--- src/rtl/rf_wb_pkg.sv ---
// Shared types for the register-file writeback path: request record and
// address/data widths used by the arbiter and its MDU result queue.
package rf_wb_pkg;

    localparam int REG_ADDR_W = 5;
    localparam int XLEN_DEF   = 32;

    typedef struct packed {
        logic                  valid;
        logic [REG_ADDR_W-1:0] addr;
        logic [XLEN_DEF-1:0]   data;
    } wb_req_t;

endpackage

--- src/rtl/rf_writeback_arbiter_fifo.sv ---
// Circular queue of pending MDU writebacks with per-entry valid bits that a
// younger pipeline write to the same register can clear in place.
module wb_fifo
    import rf_wb_pkg::*;
#(
    parameter int DEPTH = 2,
    localparam int AW   = (DEPTH > 1) ? $clog2(DEPTH) : 1,
    localparam int CW   = AW + 1
) (
    input  logic                              clk,
    input  logic                              reset,
    input  logic                              push,
    input  wb_req_t                           push_entry,
    input  logic                              pop,
    input  logic                              inval,
    input  logic [REG_ADDR_W-1:0]             inval_addr,
    output wb_req_t                           head,
    output logic [CW-1:0]                     count,
    output logic                              full,
    output logic [DEPTH-1:0]                  entry_valid,
    output logic [DEPTH-1:0][REG_ADDR_W-1:0]  entry_addr
);

    wb_req_t       mem [DEPTH];
    wb_req_t       push_q;
    logic [AW-1:0] rd_ptr;
    logic [AW-1:0] wr_ptr;
    logic [CW-1:0] cnt;

    // An entry arriving alongside a same-register pipeline write is already stale.
    always_comb begin
        push_q       = push_entry;
        push_q.valid = push_entry.valid && !(inval && (push_entry.addr == inval_addr));
    end

    always_ff @(posedge clk) begin
        if (!reset) begin
            rd_ptr <= '0;
            wr_ptr <= '0;
            cnt    <= '0;
            for (int i = 0; i < DEPTH; i++) begin
                mem[i] <= '0;
            end
        end else begin
            for (int i = 0; i < DEPTH; i++) begin
                if (inval && mem[i].valid && (mem[i].addr == inval_addr)) begin
                    mem[i].valid <= 1'b0;
                end
            end
            if (pop) begin
                mem[rd_ptr].valid <= 1'b0;
                rd_ptr            <= rd_ptr + 1'b1;
            end
            if (push) begin
                mem[wr_ptr] <= push_q;
                wr_ptr      <= wr_ptr + 1'b1;
            end
            case ({push, pop})
                2'b10:   cnt <= cnt + 1'b1;
                2'b01:   cnt <= cnt - 1'b1;
                default: cnt <= cnt;
            endcase
        end
    end

    always_comb begin
        for (int i = 0; i < DEPTH; i++) begin
            entry_valid[i] = mem[i].valid;
            entry_addr[i]  = mem[i].addr;
        end
    end

    assign head  = mem[rd_ptr];
    assign count = cnt;
    assign full  = (cnt == CW'(DEPTH));

endmodule

--- src/rtl/rf_writeback_arbiter.sv ---
// Single register-file write port shared by the in-order pipeline (priority)
// and queued MDU results; exports a mask of registers still in flight.
module rf_writeback_arbiter
    import rf_wb_pkg::*;
#(
    parameter int DEPTH = 2,
    parameter int XLEN  = 32
) (
    input  logic                  CLK,
    input  logic                  RESET,
    input  logic                  PIPE_WE,
    input  logic [REG_ADDR_W-1:0] PIPE_ADDR,
    input  logic [XLEN-1:0]       PIPE_DATA,
    input  logic                  MDU_VALID,
    output logic                  MDU_READY,
    input  logic [REG_ADDR_W-1:0] MDU_ADDR,
    input  logic [XLEN-1:0]       MDU_DATA,
    output logic                  WRITE_ENABLE,
    output logic [REG_ADDR_W-1:0] WB_ADDRESS,
    output logic [XLEN-1:0]       WRITE_DATA,
    output logic [31:0]           PENDING_MASK
);

    localparam int CW = ((DEPTH > 1) ? $clog2(DEPTH) : 1) + 1;

    wb_req_t                          push_entry;
    wb_req_t                          head;
    logic [CW-1:0]                    count;
    logic                             full;
    logic [DEPTH-1:0]                 entry_valid;
    logic [DEPTH-1:0][REG_ADDR_W-1:0] entry_addr;
    logic                             pipe_issue;
    logic                             pop;
    logic                             mdu_issue;
    logic                             push;
    logic [31:0]                      mask;

    assign MDU_READY  = RESET && !full;
    assign pipe_issue = PIPE_WE && (PIPE_ADDR != '0);
    // Stale heads are popped too; they burn the slot but issue nothing.
    assign pop        = !pipe_issue && (count != '0);
    assign mdu_issue  = pop && head.valid;
    assign push       = MDU_VALID && MDU_READY && (MDU_ADDR != '0);

    always_comb begin
        push_entry       = '0;
        push_entry.valid = 1'b1;
        push_entry.addr  = MDU_ADDR;
        push_entry.data  = XLEN_DEF'(MDU_DATA);
    end

    wb_fifo #(.DEPTH(DEPTH)) u_fifo (
        .clk         (CLK),
        .reset       (RESET),
        .push        (push),
        .push_entry  (push_entry),
        .pop         (pop),
        .inval       (pipe_issue),
        .inval_addr  (PIPE_ADDR),
        .head        (head),
        .count       (count),
        .full        (full),
        .entry_valid (entry_valid),
        .entry_addr  (entry_addr)
    );

    always_ff @(posedge CLK) begin
        if (!RESET) begin
            WRITE_ENABLE <= 1'b0;
            WB_ADDRESS   <= '0;
            WRITE_DATA   <= '0;
        end else begin
            WRITE_ENABLE <= pipe_issue || mdu_issue;
            if (pipe_issue) begin
                WB_ADDRESS <= PIPE_ADDR;
                WRITE_DATA <= PIPE_DATA;
            end else if (mdu_issue) begin
                WB_ADDRESS <= head.addr;
                WRITE_DATA <= head.data[XLEN-1:0];
            end
        end
    end

    always_comb begin
        mask = '0;
        for (int i = 0; i < DEPTH; i++) begin
            if (entry_valid[i]) begin
                mask[entry_addr[i]] = 1'b1;
            end
        end
        mask[0] = 1'b0;
    end

    assign PENDING_MASK = mask;

endmodule
--- config.mk ---
export PLATFORM = sky130hd
export DESIGN_NAME = rf_writeback_arbiter
export DESIGN_NICKNAME = d
export VERILOG_FILES = /design/src/rtl/rf_wb_pkg.sv /design/src/rtl/rf_writeback_arbiter_fifo.sv /design/src/rtl/rf_writeback_arbiter.sv
export SDC_FILE = /design/constraint.sdc
export NUM_CORES = 1
export LEC_CHECK = 0
export CAP_MARGIN = 20
export CORE_MARGIN = 1.5
export CORE_UTILIZATION = 45
export CTS_CLUSTER_DIAMETER = 60
export DETAILED_ROUTE_END_ITERATION = 16
export GPL_TIMING_DRIVEN = 0
export MAX_ROUTING_LAYER = met4
export PLACE_DENSITY_LB_ADDON = 0.12
export SYNTH_ARGS = -nofsm -noshare
export SYNTH_HDL_FRONTEND = slang
export SYNTH_HIERARCHICAL = 1
export SYNTH_SLANG_ARGS = --single-unit
--- constraint.sdc ---
create_clock -name CLK -period 2.44 [get_ports CLK]
set_input_delay 0.366 -clock CLK [delete_from_list [all_inputs] [get_ports CLK]]
set_output_delay 0.366 -clock CLK [all_outputs]
set_load 0.01 [all_outputs]
After elaboration in Yosys (flattened, before gate mapping)
Memories as Yosys holds them, arrays and structs flattened. A register that Yosys moved wholly into a read port is not among the register bits.
Cells that the tools add are included.
{"block": "classes", "add_sub_neg": 4, "magnitude_cmp": 4, "eq_ne": 6, "mux": 31, "bitwise": 3, "n_reduce_logical": 23}
{"op": "$mux W32", "count": 4}
{"op": "$mux W38", "count": 1}
{"op": "$reduce_or A38 Y1", "count": 1}
{"op": "$or A32 B32 Y32", "count": 1}
{"op": "$mux W1", "count": 20}
{"op": "$eq A5 B5 Y1", "count": 3}
{"op": "$logic_and A1 B1 Y1", "count": 13}
{"op": "$lt A5 B6 Y1 const B", "count": 2}
{"op": "$demux W1 S5", "count": 2}
{"op": "$ge A5 B1 Y1 const B", "count": 2}
{"op": "$mux W5", "count": 2}
{"op": "$reduce_bool A5 Y1", "count": 2}
{"op": "$reduce_bool A2 Y1", "count": 3}
{"op": "$eq A2 B2 Y1 const B", "count": 2}
{"op": "$pmux W2 S2", "count": 1}
{"op": "$logic_not A1 Y1", "count": 3}
{"op": "$add A1 B1 Y1 const B", "count": 2}
{"op": "$add A2 B1 Y2 const B", "count": 1}
{"op": "$eq A2 B1 Y1 const B", "count": 1}
{"op": "$mux W2", "count": 1}
{"op": "$or A1 B1 Y1", "count": 2}
{"op": "$sub A2 B1 Y2 const B", "count": 1}
{"op": "$logic_or A1 B1 Y1", "count": 1}
{"block": "word_totals", "regBits": 42, "ramBits": 76, "input_bits": 78, "output_inout_bits": 71, "mem_count": 1}
{"memory": "u_fifo.mem", "depth": 2, "word_bits": 38, "rd": 3, "rd_ports_with_merged_regs": 1, "wr": 3, "line": "rf_writeback_arbiter_fifo.sv:24", "rtl": "wb_req_t mem [DEPTH];"}

Logic depth before layout (Yosys ltp)
Gate-level depths: netlist of run 1.
{"block": "depth", "depth_word": 9, "depth_mapped": 9}

Hierarchy
Netlist of run 1, hierarchy kept.
{"module": "wb_fifo", "n_inst": 1, "cells_each": 266, "area_per_inst_um2": 3806.2, "seq_area_each_um2": 2382.3}
{"module": "rf_writeback_arbiter", "n_inst": 1, "cells_each": 244, "area_per_inst_um2": 2403.6, "seq_area_each_um2": 760.7}

Worst setup path before layout of run 1
Ideal clock, no wire load.
{"block": "synth_path", "kind": "reg2reg", "from": "register u_fifo.cnt[0] (netlist: u_fifo/count[0])", "to": "memory u_fifo/mem[1][37] (netlist name) (enable)", "arrival_ps": 2259, "t_required_ps": 2144, "path_slack_ps": -115, "stages_incl_launch_ff": 8, "path_buffers": 0, "synth_period_minus_slack_ps": 2555, "cell_sequence": "dfxtp_1 and2b_1 nor2b_1 nand2_1 a21oi_1 nand2_1 nand2_1 a221o_1"}
{"item": "start: declaration", "line": "rf_writeback_arbiter_fifo.sv:28", "rtl": "logic [CW-1:0] cnt;"}
{"item": "start signal: assignment", "line": "rf_writeback_arbiter_fifo.sv:59", "rtl": "2'b10: cnt <= cnt + 1'b1;"}
{"item": "start signal: assignment", "line": "rf_writeback_arbiter_fifo.sv:60", "rtl": "2'b01: cnt <= cnt - 1'b1;"}
{"item": "start signal: assignment", "line": "rf_writeback_arbiter_fifo.sv:61", "rtl": "default: cnt <= cnt;"}
{"item": "end: declaration", "line": "rf_writeback_arbiter_fifo.sv:24"}

==> flow_summary.ini, run 1 <==
[critical_path]
critPathCaptureType = output pin
arrival_ns = 2.02
cp_slowest_stage_delay_ns = 0.56
worst-path-max-fanout = 8
crit_type = reg2out
path_cells = buf_4 -> nand3b_1 -> o22ai_1 -> clkdlybuf4s50_1
worst_setup_path_start_kind = flip-flop
cp.required_ns = 2.07
cp.buffers_inverters = 2
crit_path_top_delay_cell = clkdlybuf4s50_1
critPathTopFamily = buffers and inverters

[timing]
tns_ns = 0
period_needed_ns = 2.39
max_slew_margin_pct = 43.9
worst_pin_slew_ns = 0.842
max_freq_mhz = 419
setup_ws_ns = 0.0511
rsz0062_at_grt = false
skew_ns = 0.00556
drv_slew = 0
finalSetupViolations = 0
final.period_utilization_pct = 97.9
hold_viol = 0

[routing]
drt_iter0_markers = 308
wirelength_mm = 16.0
drtPass1Iterations = 4
drtAntennaViolNets = 0
wire_per_inst_um = 18.2
via_per_inst = 5.39
drcViolationCount = 0
vias = 4745

[synthesis]
syn_inst = 510
synthXorXnorAreaFrac_pct = 2.40
ys_seq_elements = 119
yosys.area_share.adder_pct = 0.201
synth_top_family_by_area = simple AND/OR/NAND/NOR gates
yosysSeqAreaShare_pct = 50.6
synth-simple-area-share_pct = 15.2
synth_edf_count = 76
yosysWarningCount = 6
synth_ff_type = edfxtp_1
synth.avg_cell_area_um2 = 12.2
ys_async_sr_fraction_pct = 0
ys_types = 45
synth_mux_area_share_pct = 12.9
netlist_area_mm2 = 0.00621
synth_compound_gate_area_share_pct = 13.0

[place]
place.gp.congestion = 0.820
portBuffers = 147
dp_cells = 834
dp_hpwl_mm = 10.8
place_ws_ns = -0.617

[clock_network]
cts_tree = done
path_clk_slew_ns = 0.05
numCtsBuffers = 17
clock-root-buffer = clkbuf_16
clk_latency_ns = 0.42
clockBufferDepth = 2
ctsHtreeMaxLevel = 4
cts_sinks = 119

[floorplanning]
fp-row-count = 42
die_y_um = 120
boundaryPins = 149
dieArea_mm2 = 0.0145
core-area_mm2 = 0.0133
start_util_pct = 46.5
die_x_um = 120

[status]
status = finished, final reports clean

[layout]
fin_cells = 881
utilization_pct = 64.3
diodes = 0
final_nets = 771
syn2layout_area_growth_pct = 38.2
drive_gt1_share_pct = 23.4

[worst_hold_path]
hold_class = reg2reg

[global_routing]
grt_pass1_vias = 4846
grt-ovfl-total = 0
grt_use_total_pct = 23.6
grt_max_degree = 39
grt_pass1_wl_mm = 25.0
antenna_found_initial = 0

[power_and_ir_drop]
ir_worst_vdd_mv = 0.500
power_w = 0.00604
combPwrFrac_pct = 23.8
p_seq_share_pct = 40.3
pwr_density_cell_mw_per_mm2 = 704
p_int_w = 0.00441
power.leakage_nw = 3.65
swShare_pct = 27.1
clockPowerShare_pct = 35.9
switchingPower_w = 0.00164

[job]
drv_cap = 0
path summary, 6_finish.rpt:
path / start / end / slack, ns / depth (start not counted)
setup reg to reg: u_fifo/count[0]$_SDFFE_PN0P_ / u_fifo/count[1]$_SDFFE_PN0P_ / 0.27 / 8
hold reg to reg: u_fifo/wr_ptr$_SDFFE_PN0P_ / u_fifo/wr_ptr$_SDFFE_PN0P_ / 0.52 / 2
setup / recovery: u_fifo/mem[0][36]$_SDFFCE_PN0P_ / PENDING_MASK[15] / 0.05 / 4
hold / removal: u_fifo/wr_ptr$_SDFFE_PN0P_ / u_fifo/wr_ptr$_SDFFE_PN0P_ / 0.52 / 2
worst reg2reg max path: stages, from the launching register on:
cell	delay, ns
dfxtp_1	0.43
and2b_1	0.23
nor2b_1	0.15
nand2_1	0.09
a21oi_2	0.24
inv_1	0.11
ha_1	0.32
or3_1	0.34
a21boi_0	0.19
cells in the final DEF, fill, tap and decap left out, drive strengths merged, types with 10 or more instances in the layout:
master and n:
dlygate4sd2 22, nand2 10, o22ai 31, clkbuf 30
edfxtp 76, nand3b 10, clkdlybuf4s50 116, buf 52
and2 76, mux2 38, mux2i 37, nor2 39
a221oi 36, dfxtp 43
metal layers:
layer	track usage (%)	vias to the layer above	share of wire [%]
met3	5.94	26	5.4
met1	27.6	2310	43
met5	-	-	0
met4	8.31	0	1.7
li1	-	2243	-
met2	39.8	166	50
synthesized netlist by cell type (all sizes together) (3+ instances only):
cell	instances	area, um^2
dfxtp	43	861
clkbuf	11	43.8
a21boi	4	30.0
and2	76	475
or3	3	18.8
nand3b	10	75.1
a221oi	36	503
inv	5	18.8
or3b	6	52.6
mux2	38	428
mux2i	37	370
buf	35	288
edfxtp	76	2280
a21oi	5	25.0
xor2	8	70.1
nor2	39	146
xnor2	9	78.8
o22ai	31	194
nand3	5	25.0
nand2b	3	18.8
nor4	3	33.8
nand2	10	45.0
final cells by class:
cell class / instances / area, um^2
fillers: 1114 / 4760
flip-flops and latches: 119 / 3140
multi-input cells: 341 / 2770
repair buffers: 164 / 1590
clock buffers: 21 / 450
plain buffers: 44 / 324
well taps: 176 / 220
clock inverters: 11 / 61.3
inverters: 5 / 18.8
timing repair:
action                     in CTS  in global routing
pin swaps                       2                  1
setup endpoints to repair     104                 56
buffers inserted               12                  5
gates resized for setup        27                 13
hold buffers                    0                  0
sequential cells by signal, summed over array words and instances, names as in the netlist, named ones only:
name,count
u_fifo/count,2
WB_ADDRESS,5
WRITE_ENABLE,1
u_fifo/rd_ptr,1
u_fifo/mem,76
WRITE_DATA,32
u_fifo/wr_ptr,1
power groups by stage:
stage	logic [W]	registers [W]	clock network (W)
5_1_grt	0.00155	0.00246	0.00231
3_5_place_dp	0.00141	0.00248	0
4_1_cts	0.00143	0.00244	0.00220
3_3_place_gp	0.00138	0.00247	0
6_report	0.00144	0.00243	0.00217
2_1_floorplan	0.000879	0.00249	0
cells by family (layout without fill, tap and decap cells):
logic type	count (synthesis)	count (layout)
AND/OR/NAND/NOR	162	162
XOR/XNOR	17	17
buffers and inverters	51	245
adder cells (fa/ha/maj)	1	1
flip-flops	119	119
multiplexers	75	75
other	2	3
AO/OA/AOI/OAI	83	83
per-stage QoR:
step           cell area, um^2  hold WS (ns)
3_3_place_gp              7910         0.488
6_report                  8580         0.520
5_1_grt                   8580         0.556
3_5_place_dp              7910         0.512
4_1_cts                   8500         0.520
2_1_floorplan             6220         0.474
No activity file was read; power rests on OpenSTA's default activity.
==> run 2: changes to the inputs <==
--- a/config.mk
+++ b/config.mk
@@ -7,5 +7,4 @@
 export LEC_CHECK = 0
 export CAP_MARGIN = 20
-export CORE_MARGIN = 1.5
 export CORE_UTILIZATION = 45
 export CTS_CLUSTER_DIAMETER = 60
==> constraint.sdc (replaced) <==
create_clock -name CLK -period 2.44 [get_ports CLK]
set_input_delay 0.366 -clock CLK [delete_from_list [all_inputs] [get_ports CLK]]
set_output_delay 0.366 -clock CLK [all_outputs]
set_load 0.1 [all_outputs]
==> flow_summary.ini, run 2 (synthesized netlist as in run 1, its figures left out) <==
[layout]
largestRegisters = u_fifo/mem (76), WRITE_DATA (32), WB_ADDRESS (5)
diodes = 0
regMostFlops = u_fifo/mem
largest_reg_flops = 76
drive_gt1_share_pct = 30.9
fillers = 1064
final_common_cell = clkdlybuf4s50_1
syn2layout_area_growth_pct = 42.1
final_cell_mix = clkdlybuf4s50_1, and2_1, edfxtp_1
final_nets = 762

[critical_path]
cp.buffers_inverters = 2
cp.required_ns = 2.07
path_cells = buf_4 -> or3b_2 -> o22ai_2 -> buf_12
critPathTopFamily = simple AND/OR/NAND/NOR gates
worst-path-max-fanout = 8
critPathCaptureType = output pin
worst_setup_path_start_kind = flip-flop
r2r_slack_ns = 0.20
crit_start = u_fifo/mem[1][35]$_SDFFCE_PN0P_
reg2reg_depth = 8
timing.rr.end = u_fifo/count[1]$_SDFFE_PN0P_
crit_end = PENDING_MASK[19]
path_depth = 4
cp_slowest_stage_delay_ns = 0.54
arrival_ns = 2.04
regToRegStartpoint = u_fifo/count[0]$_SDFFE_PN0P_
crit_path_top_delay_cell = or3b_2
crit_type = reg2out

[floorplanning]
core-area_mm2 = 0.0133
die_x_um = 119
dieArea_mm2 = 0.0143
die_y_um = 119
start_util_pct = 46.5
fp-row-count = 42
boundaryPins = 149

[global_routing]
antenna_found_initial = 0
grt_max_degree = 39
grt_use_total_pct = 24.1
grt-ovfl-total = 0
grt_pass1_vias = 4807
grt_pass1_wl_mm = 25.4

[timing]
finalSetupViolations = 0
hold_viol = 0
max_freq_mhz = 416
tns_ns = 0
period_needed_ns = 2.40
final.period_utilization_pct = 98.5
skew_ns = 0.00621
setup_ws_ns = 0.0367
hold_ws_ns = 0.482
worst_pin_slew_ns = 1.04
drv_slew = 0
max_slew_margin_pct = 30.3

[power_and_ir_drop]
pwr_density_cell_mw_per_mm2 = 806
ir_worst_vdd_mv = 0.464
power_w = 0.00711
power.leakage_nw = 3.53

[place]
dp_hpwl_mm = 11.2
portBuffers = 147
place_ws_ns = -0.589
place.gp.congestion = 0.825

[clock_network]
path_clk_slew_ns = 0.05
cts_sinks = 119
cts_tree = done
numCtsBuffers = 17
ctsHtreeMaxLevel = 4
clockBufferDepth = 2
cts_hold_repair.buffers = 0
clock-root-buffer = clkbuf_16
clk_latency_ns = 0.41

[job]
drv_cap = 0

[routing]
wirelength_mm = 16.3
drcViolationCount = 0
via_per_inst = 5.47
drtPass1Iterations = 5
drtAntennaViolNets = 0
wire_per_inst_um = 18.7
vias = 4767
drt_iter0_markers = 324

[worst_hold_path]
hp-start = PIPE_ADDR[2]
hold_class = in2reg

[status]
status = finished, final reports clean
## run 2: cell count changes in the layout (fill, tap and decap cells not counted), sizes merged
cell | previous run | this run
bufinv | 0 | 5
dlymetal6s2s | 9 | 1
clkdlybuf4s50 | 116 | 111
clkinv | 9 | 3
buf | 52 | 74
clkbuf | 30 | 31
dlygate4sd2 | 22 | 3
## run 2: layout make-up
cell class	instances	area, um^2	share of cell area, %
plain buffers	44	324	3.67
clock buffers	21	460	5.22
clock inverters	10	178	2.01
inverters	5	18.8	0.213
multi-input cells	341	2950	33.4
flip-flops and latches	119	3140	35.6
well taps	176	220	2.50
repair buffers	155	1530	17.4
## run 2: metal layers
metal | vias to the layer above | track usage (%) | wire length, um
met1 | 2353 | 29.6 | 6760
met4 | 0 | 6.95 | 267
met5 | - | - | 0
met2 | 164 | 39.6 | 8390
li1 | 2229 | - | -
met3 | 21 | 5.46 | 863
## run 2: how the worst min path moves through the flow
stage	end	slack (ns)	cells past startpoint
finish	WB_ADDRESS[2]$_SDFFE_PN0P_	0.48	3
global route	WB_ADDRESS[2]$_SDFFE_PN0P_	0.50	3
CTS	u_fifo/wr_ptr$_SDFFE_PN0P_	0.51	2
detailed placement	u_fifo/wr_ptr$_SDFFE_PN0P_	0.50	2
global placement	u_fifo/wr_ptr$_SDFFE_PN0P_	0.49	2
floorplan	u_fifo/wr_ptr$_SDFFE_PN0P_	0.47	2
## run 2: repair_timing
action / CTS / global route
endpoints found under the setup margin: 33 / 54
pin swaps: 1 / 0
cloned: 0 / 0
resized for setup: 204 / 19
buffers inserted: 6 / 2
## run 2: power by group
part / switching, W / internal, W
Sequential: 0.000102 / 0.00235
Clock: 0.000838 / 0.00185
Combinational: 0.00122 / 0.000761
Total: 0.00216 / 0.00496
## run 2: through the flow
| stage | area (um^2) | cells | util [%] |
|---|---|---|---|
| 2_1_floorplan | 6390 | 511 | - |
| 3_3_place_gp | 8080 | 834 | 60.6 |
| 3_5_place_dp | 8080 | 834 | 60.6 |
| 4_1_cts | 8740 | 869 | 65.5 |
| 5_1_grt | 8820 | 871 | 66.1 |
| 6_report | 8820 | 871 | 66.1 |
## run 2: worst min-delay path: cells and delay by family
family	cells	cell delay [ns]
buffers and inverters	1	0.23
AND/OR/NAND/NOR	1	0.17
AO/OA/AOI/OAI	1	0.06
